## src/rtl/fetch_stage.sv

```systemverilog
// Instruction fetch stage: boots the PC from a two-word reset vector at
// addresses 0/1, then drives the PC and the IF/ID register with stall,
// flush, redirect and latched-interrupt handling.
module fetch_stage (
  input  logic        Clk,
  input  logic        Rst,
  input  logic        Stall,
  input  logic        Flush,
  input  logic        JmpTaken,
  input  logic [31:0] JmpAddr,
  input  logic        Interrupt,
  input  logic [15:0] InPort,
  input  logic        IdExMemRead,
  input  logic [2:0]  IdExRdst,
  output logic [31:0] InstrAddr,
  input  logic [15:0] InstrData,
  output logic [68:0] Out,
  output logic [1:0]  dbg_state_o
);

  typedef enum logic [1:0] {
    BOOT_LO = 2'd0,
    BOOT_HI = 2'd1,
    RUN     = 2'd2
  } state_t;

  state_t      state_q, state_d;
  logic [31:0] pc_q, pc_d;
  logic        int_pend_q, int_pend_d;
  logic [68:0] out_q, out_d;

  logic [31:0] pc_plus1;
  logic        deliver;

  assign pc_plus1 = pc_q + 32'd1;

  always_ff @(posedge Clk or posedge Rst) begin
    if (Rst) begin
      state_q    <= BOOT_LO;
      pc_q       <= 32'h0;
      int_pend_q <= 1'b0;
      out_q      <= 69'h0;
    end else begin
      state_q    <= state_d;
      pc_q       <= pc_d;
      int_pend_q <= int_pend_d;
      out_q      <= out_d;
    end
  end

  always_comb begin
    state_d   = state_q;
    pc_d      = pc_q;
    out_d     = out_q;
    deliver   = 1'b0;
    InstrAddr = pc_q;
    unique case (state_q)
      BOOT_LO: begin
        InstrAddr = 32'd0;
        pc_d      = {16'h0000, InstrData};
        out_d     = 69'h0;
        state_d   = BOOT_HI;
      end
      BOOT_HI: begin
        InstrAddr = 32'd1;
        pc_d      = {InstrData, pc_q[15:0]};
        out_d     = 69'h0;
        state_d   = RUN;
      end
      RUN: begin
        if (JmpTaken)   pc_d = JmpAddr;
        else if (Stall) pc_d = pc_q;
        else            pc_d = pc_plus1;
        // A redirect squashes the fetched word even when decode is stalling.
        if (Flush || JmpTaken) begin
          out_d = {InPort, pc_plus1, 16'h0000, 1'b0, IdExMemRead, IdExRdst};
        end else if (!Stall) begin
          out_d   = {InPort, pc_plus1, InstrData, int_pend_q, IdExMemRead, IdExRdst};
          deliver = 1'b1;
        end
      end
      default: begin
        state_d = BOOT_LO;
      end
    endcase
  end

  // A new request arriving on a delivery cycle stays pending for the next one.
  assign int_pend_d = Interrupt | (int_pend_q & ~deliver);

  assign Out         = out_q;
  assign dbg_state_o = state_q;

endmodule
```

## config.mk

```make
export PLATFORM = sky130hd
export DESIGN_NAME = fetch_stage
export DESIGN_NICKNAME = d
export VERILOG_FILES = /design/src/rtl/fetch_stage.sv
export SDC_FILE = /design/constraint.sdc
export NUM_CORES = 1
export LEC_CHECK = 0
export ABC_AREA = 1
export CAP_MARGIN = 20
export CORE_MARGIN = 2
export CORE_UTILIZATION = 48
export DETAILED_ROUTE_END_ITERATION = 6
export PLACE_DENSITY = 0.81
export SLEW_MARGIN = 20
export SYNTH_ARGS = -nofsm -noshare
export SYNTH_HDL_FRONTEND = slang
export SYNTH_SLANG_ARGS = --single-unit
```

## constraint.sdc

```tcl
create_clock -name Clk -period 4.22 [get_ports Clk]
set_clock_uncertainty 0.1 [all_clocks]
set_input_delay 0.633 -clock Clk [delete_from_list [all_inputs] [get_ports Clk]]
set_output_delay 0.633 -clock Clk [all_outputs]
set_load 0.01 [all_outputs]
```

; ---- Word level (Yosys, flattened, before mapping)
; Cells that the tools add are included.
[word_totals]
regBits = 104
input_bits = 74
output_inout_bits = 103
wordCells = 34
[classes]
addsub = 1
eq_ne = 4
mux = 11
n_bitwise = 4
n_reduce_logical = 9
[op_table]
columns = op, count
row1 = two-way mux 69 bit, 2
row2 = one-hot mux 69 bit (2 select lines), 1
row3 = one-hot mux 32 bit (3 select lines), 1
row4 = two-way mux 32 bit, 2
row5 = one-hot mux 32 bit (2 select lines), 1
row6 = adder 32 x 1 -> 32 bit (second input constant), 1
row7 = != test 3 bit (second input constant), 2
row8 = one-hot mux 2 bit (3 select lines), 1
row9 = AND reduction 2 bit, 2
row10 = nonzero test 2 bit, 2
row11 = two-way mux 1 bit, 3
row12 = AND reduction 3 bit, 1
row13 = nonzero test 3 bit, 1
row14 = equality test 2 x 1 -> 1 bit (second input constant), 1
row15 = equality test 2 bit (second input constant), 1
row16 = logical NOT 2 bit, 1
row17 = inverter 1 bit, 2
row18 = OR reduction 2 bit, 1
row19 = AND 1 bit, 1
row20 = logical OR 1 bit, 1
row21 = bitwise OR 1 bit, 1

; ---- Depth between registers and ports, before layout
[logic_depth]
ltp_word = 6
depth_mapped = 12
ltp_nobuf = 12

; ---- Worst setup path before layout
; No wires, ideal clock.
[synth_path]
path_type = register -> register
startpoint = register state_q[1] (netlist: dbg_state_o[1])
endpoint = register out_q[32] (netlist: Out[32])
setup_ns = 0.121
arrival_time_ns = 1.692
t_required_ns = 3.999
slack_ns = 2.307
stages_incl_launch_ff = 10
n_path_buf = 2
path_cell_list = dfrtp_1 -> clkbuf_1 -> inv_1 -> ha_1 -> nand2_1 -> nand3_2 -> nor2_4 -> nor2_4 -> buf_2 -> a22o_1
[synth_between]
elab_chain_cells = 4
[synth_rtl]
columns = item, line
row1 = start: declaration, 27  ; state_t state_q, state_d;
row2 = start signal: assignment, 44  ; state_q <= state_d;
row3 = equality test 2 x 1 -> 1 bit or logical NOT 2 bit (tied branches), 57  ; unique case (state_q)
row4 = OR reduction 2 bit (no line), --
row5 = nonzero test 2 bit (no line), --
row6 = AND reduction 2 bit (no line), --
row7 = end signal: assignment, 47  ; out_q <= out_d;
row8 = end: declaration, 30  ; logic [68:0] out_q, out_d;
; Parallel ways exist; a longest one is shown, timed or not.
; A chain may end at the register's enable or synchronous reset.

; ---- Final worst setup path
[layout_path]
startpoint = register state_q[1] (netlist: dbg_state_o[1])
endpoint = output port InstrAddr[12]
[layout_between]
elab_chain_cells = 2
[layout_rtl]
columns = item, line
row1 = equality test 2 x 1 -> 1 bit or logical NOT 2 bit (tied branches), 57
row2 = one-hot mux 32 bit (2 select lines) (*), 57
row3 = end: declaration, 15  ; output logic [31:0] InstrAddr,
; Mark *: on every way between the ends. The rest lies on a longest branch, timed or not.

==> impl_results.md <==
- Area of the die: 13100 sq um
- Critical Path RT: 3490 ps
- Number of cells in the finished layout apart from fillers: 1112
- Starting utilization of the core area: 49.1%
- Worst-case headroom to the max-slew limit: 46.4%
- Global-route wire length before repair: 29300 microns
- Combined global-route utilization of all metal layers: 28.8%
- Worst Max-Slew Pin Slew: 804 ps
- Root cell of the clock tree: clkbuf_16
- Count of nets after finishing: 1039
- WL per Instance: 16.3 microns
- Post-CTS Repair Setup Buffers: 0
- Ordered list of cells on the worst path: buf_4, nand2_1, inv_1, clkdlybuf4s50_1
- Result of the run: finished clean
- Avg Inst Size Synth: 7.35 sq um
- Pwr per Cell Area: 359 nW/um^2
- Delay of the slowest cell on the worst path: 730 ps
- Commonest register cell after synthesis: dfrtp_1
- Startpoint Class: register
- Leftover overflow at the end of global routing: 0
- # resized after CTS: 0
- Ratio of cells with drive above 1 in the final layout: 5.39%
- Number of search-and-repair iterations in the first detailed-routing pass: 5
- Layout overhead on the synthesized area: 36.1%
- Library cell occupying the most area in the post-synthesis netlist: dfrtp_1
- Final worst path period need: 2930 ps
- RSZ-0062 raised after global routing: false
- Most frequent cells after synthesis: nand2_1, dfrtp_1, inv_1
- Number of failing setup endpoints in the final timing report: 0
- Count of port buffers added during placement: 176
- Min-Delay Path Depth: 2
- CTS tree: yes
- Synth Register Bits: 104
- Area of the mapped netlist: 5870 sq um
- Number of library cell types mapped by synthesis: 33
- Number of global-route vias before repair: 5636
- Leakage power figure: 3.91 nW
- Synth top area cells: dfrtp_1, nand2_1, inv_1
- Kind of end point of the critical path: primary output
- Post-synth net total: 877
- Worst path arrival time: 2190 ps
- Crit-path max FO: 20
- Maximum level of the CTS H-tree: 3
- Standard cell core area: 12000 sq um
- Gpl congestion: 0.935
- Total negative slack: 0 ps
- # placed instances: 1097
- Worst-Skew Late Latency: 360 ps
- Horiz. Die Dim: 115 microns
- Routed via count: 5900
- Count of mapped cells out of synthesis: 799
- Number of antenna violations at the first check in global routing: 0
- Count of inserted antenna diode cells: 0
- Overall power after layout: 0.00287 W
- Post-synth EDFFs: 0
- Share of Yosys cell area claimed by the top area cell type: 44.3%
- Largest voltage drop on the vdd net: 0.000303 V
- Cell row count: 40
- Max cap viols: 0
- Total I/O pin count: 177
- Pin count of the biggest net entering global routing: 86
- CTS hold repair buffers: 0
- Maximum buffer depth of the clock tree: 2
- Startpoint-to-endpoint class of the critical path: register to primary output
- Number of sinks driven by the clock tree: 104
- Slowest library cell on the worst path: dfrtp_1
- Hold Violations, Final: 0
- Vias per cell: 5.31
- Detail Placement HPWL: 13400 microns
- Count of unresolved DRC violations after routing: 0
- Final period utilization: 69.4%
- DIE HEIGHT: 115 microns
- CTS Buf Count: 9
- Number of design-rule violations left by the first detailed-router iteration: 516
- ANT nets after route: 0
- Depth of the worst register-to-register path: 8
- Highest clock rate: 0.342 GHz
- Type of the tightest min-delay check: register to register
- Most numerous cell in the Yosys netlist: nand2_1
- Reg clk slew, reported paths: 70 ps
- Yosys Warn Count: 0
- Sequential-to-total area share from yosys stat: 44.3%
- Total length of routed wires: 18100 microns
- Number of max-slew violations in the final report: 0
- Fraction of registers with async set/reset: 100%
- Worst hold slack across all endpoints: 380 ps
-- routing by layer --
metal	part of all wire (%)	vias to the layer above	GRT usage, %
met2	45	299	44.4
met4	1.9	0	9.11
li1	-	2851	-
met1	44	2722	39.9
met5	0	-	0
met3	9.1	28	7.46
-- sequential cells by signal (all words and copies together), names as in the netlist --
register,cells
int_pend_q,1
Out,69
pc_q,32
dbg_state_o,2
-- final timing paths --
| path | start | to | slack (ps) |
|---|---|---|---|
| worst max-delay path | dbg_state_o[1] | InstrAddr[12] | 1290 |
| worst min register to register | Out[52] | Out[52] | 380 |
| max in group asynchronous | Rst | Out[63] | 2600 |
| min in group asynchronous | Rst | Out[33] | 700 |
| worst min-delay path | Out[52] | Out[52] | 380 |
| worst max register to register | dbg_state_o[1] | Out[64] | 1300 |
-- placed cells by master (no fill, tap or decap), drive strengths merged, types with 3 or more instances in the layout --
cell type,synthesis,final
clkbuf,11,11
nand2,277,277
xor2,9,9
clkdlybuf4s50,0,176
ha,4,4
clkinv,2,3
o21ai,57,57
nor2,82,82
buf,21,7
nand3,58,58
a22o,28,28
a21o,3,3
dfrtp,104,104
inv,101,101
a21oi,27,27
a32o,4,4
-- stage by stage --
stage	worst slack (ps)	area (sq um)	util, %
6_report	1290	8000	66.8
5_1_grt	1120	8000	66.8
4_1_cts	1320	7990	66.8
3_5_place_dp	1040	7680	64.2
3_3_place_gp	1120	7680	64.2
2_1_floorplan	755	5870	-
-- power by group --
| group | internal (W) | switching (W) |
|---|---|---|
| combinational | 0.000387 | 0.000385 |
| sequential | 0.00111 | 0.000118 |
| clock | 0.000490 | 0.000382 |
| total | 0.00199 | 0.000885 |
-- area by class of cell --
cell class / instances / area (sq um)
fillers: 1017 / 3970
multi-input cells: 560 / 2700
flip-flops and latches: 104 / 2600
repair buffers: 183 / 1810
inverters: 103 / 392
clock buffers: 11 / 253
well taps: 147 / 184
clock inverters: 4 / 53.8
-- cell families after synthesis --
family,Yosys count,share of synthesized area (%)
buf+inv,135,9.84
xor+xnor,9,1.34
flops,104,44.3
compound gates,126,13.3
fa+ha+maj,4,0.852
simple gates,421,30.4
-- worst max-delay path, delay by kind of cell (launching register included) --
family                 cells  cell delay (ps)
buffers and inverters      3              970
and+or+nand+nor            1              120
DFF                        1              730
Note: power is estimated with default switching activity, not from simulation.
==> patch, RTL diff (same settings) <==
`pc_q` no longer has a reset.
--- a/src/rtl/fetch_stage.sv
+++ b/src/rtl/fetch_stage.sv
@@ -37,15 +37,17 @@
   always_ff @(posedge Clk or posedge Rst) begin
     if (Rst) begin
       state_q    <= BOOT_LO;
-      pc_q       <= 32'h0;
       int_pend_q <= 1'b0;
       out_q      <= 69'h0;
     end else begin
       state_q    <= state_d;
-      pc_q       <= pc_d;
       int_pend_q <= int_pend_d;
       out_q      <= out_d;
     end
+  end
+
+  always_ff @(posedge Clk) begin
+    pc_q <= pc_d;
   end
 
   always_comb begin
Behaviour: same outputs for any inputs over 10 cycles, from zero or initial values and one cycle with Rst high; that may be too few to reach the edited logic, so the function may still have changed.
==> patch against the unedited design <==
  * Sequential share of layout area grew 3.3 points
  * Critical path depth grew 4
  * Combinational power shrank 22%
  * Sequential cell count is the same
  * Largest power group unchanged
  * Power shrank 7.9%
  * Cell area shrank 3.5%
  * Highest routed layer unchanged
  * Routed wire length shrank 0.40%
  * Synthesized area shrank 5.6%
  * Critical path type is now reg -> reg
  * Setup slack lost 0.36 ns
  * Largest cell class is now flip-flops and latches
==> patch: results (changes against the unedited design) <==
Parameter                              Value

Synth
  Asr flop ratio synth ... 69.23% (was 100.0%)
  Leading cell types by total area after synthesis ... dfrtp_1, edfxtp_1, nand2_1 (was dfrtp_1, nand2_1, inv_1)
  Net count after synthesis ... 790 (was 877)
  Number of flops mapped to enable cells by yosys ... 32 (was 0)
  Number of distinct standard cells referenced by the synthesized netlist ... 25 (was 33)
  Seq/Total Area, Yosys ... 49.83% (was 44.30%)
  Post-synth top cells ... nand2_1, inv_1, dfrtp_1 (was nand2_1, dfrtp_1, inv_1)

Routing
  Amount of wire on met2 after detailed routing ... 8302 µm (was 8190 µm)
  Met3 routed WL ... 1758 µm (was 1655 µm)
  Total wire length ... 18040 µm (was 18110 µm)
  Routed length on met1 ... 7580 µm (was 7923 µm)

Hold path
  WHS Endpoint ... Out[44] (was Out[52])

CTS
  Worst-Skew Late Latency ... 0.34 ns (was 0.36 ns)

Global route
  Grt met3 use ... 6.696% (was 7.464%)
  Pin count of the biggest net entering global routing ... 51 (was 86)
  Global-route wire length before repair ... 28480 µm (was 29280 µm)
  Global-route track usage on met2 ... 46.99% (was 44.42%)
  Global-route track usage on met1 ... 39.25% (was 39.88%)

Finish
  Layout Nets ... 956 (was 1039)
  Fraction of layout instances using a drive strength above 1 ... 4.077% (was 5.389%)

Timing
  Max_slew headroom ... 37.77% (was 46.38%)

Pwr
  Internal power ... 1.915 mW (was 1.988 mW)
  Largest voltage drop on the vdd net ... 175.3 µV (was 303.3 µV)
  Leak ... 3.589 nW (was 3.907 nW)

Outcome
  Status ... completed (unchanged)

Placement
  DPL Wire Length ... 13240 µm (was 13350 µm)
  Final weighted congestion in routability-driven placement ... 0.9264 (was 0.9352)
  Worst slack after detailed placement ... 0.8617 ns (was 1.041 ns)

Worst setup path
  FF-to-FF setup slack ... 0.93 ns (was 1.30 ns)
  Critical R2R Capture ... Out[19] (was Out[64])
  Data arrival time at the worst-slack endpoint ... 3.44 ns (was 2.19 ns)
  Startpoint of the worst register-to-register path ... dbg_state_o[0] (was dbg_state_o[1])
patch: worst max-delay path by stage:
| stage | start | endpoint | slack (ns) | depth (start not counted) |
|---|---|---|---|---|
| detailed placement | JmpTaken | Out[19] | 0.86 | 9 |
| finish | dbg_state_o[0] | Out[19] | 0.93 | 8 |
| global route | dbg_state_o[0] | Out[19] | 0.70 | 8 |
| floorplan | Rst | Out[0] | 1.66 | 1 |
| CTS | dbg_state_o[0] | Out[19] | 0.97 | 8 |
| global placement | JmpTaken | int_pend_q | 1.03 | 9 |
patch: cells by family after synthesis:
logic type      share of synthesized area (%)
fa+ha+maj                              0.9028
compound gates                          12.14
simple gates                            26.09
buf+inv                                 8.982
xor+xnor                                2.054
flops                                   49.83
patch: critical path: stages (launching register included):
cell     delay, ns
dfrtp_1       0.40
inv_1         0.12
ha_1          0.74
nand2_1       0.22
nand3_1       0.18
nand2_1       0.30
inv_2         0.53
nand2_2       0.32
o21ai_0       0.28
patch: per-stage QoR:
step / std cells / instance area (µm²) / hold slack (ns) / power [mW]
2_1_floorplan: 712 / 5544 / 0.3539 / 1.495
3_3_place_gp: 1010 / 7431 / 0.3626 / 1.839
3_5_place_dp: 1010 / 7431 / 0.3651 / 1.850
4_1_cts: 1026 / 7711 / 0.3841 / 2.659
5_1_grt: 1026 / 7712 / 0.4062 / 2.758
6_report: 1026 / 7712 / 0.3782 / 2.647
patch: final cells by class:
cell class / instances / area (µm²)
Clock buffer: 11 / 232.7
Clock inverter: 5 / 47.55
Tap cell: 143 / 178.9
Multi-Input combinational cell: 480 / 2283
Inverter: 99 / 372.9
Fill cell: 940 / 3608
Timing Repair Buffer: 184 / 1834
Sequential cell: 104 / 2763
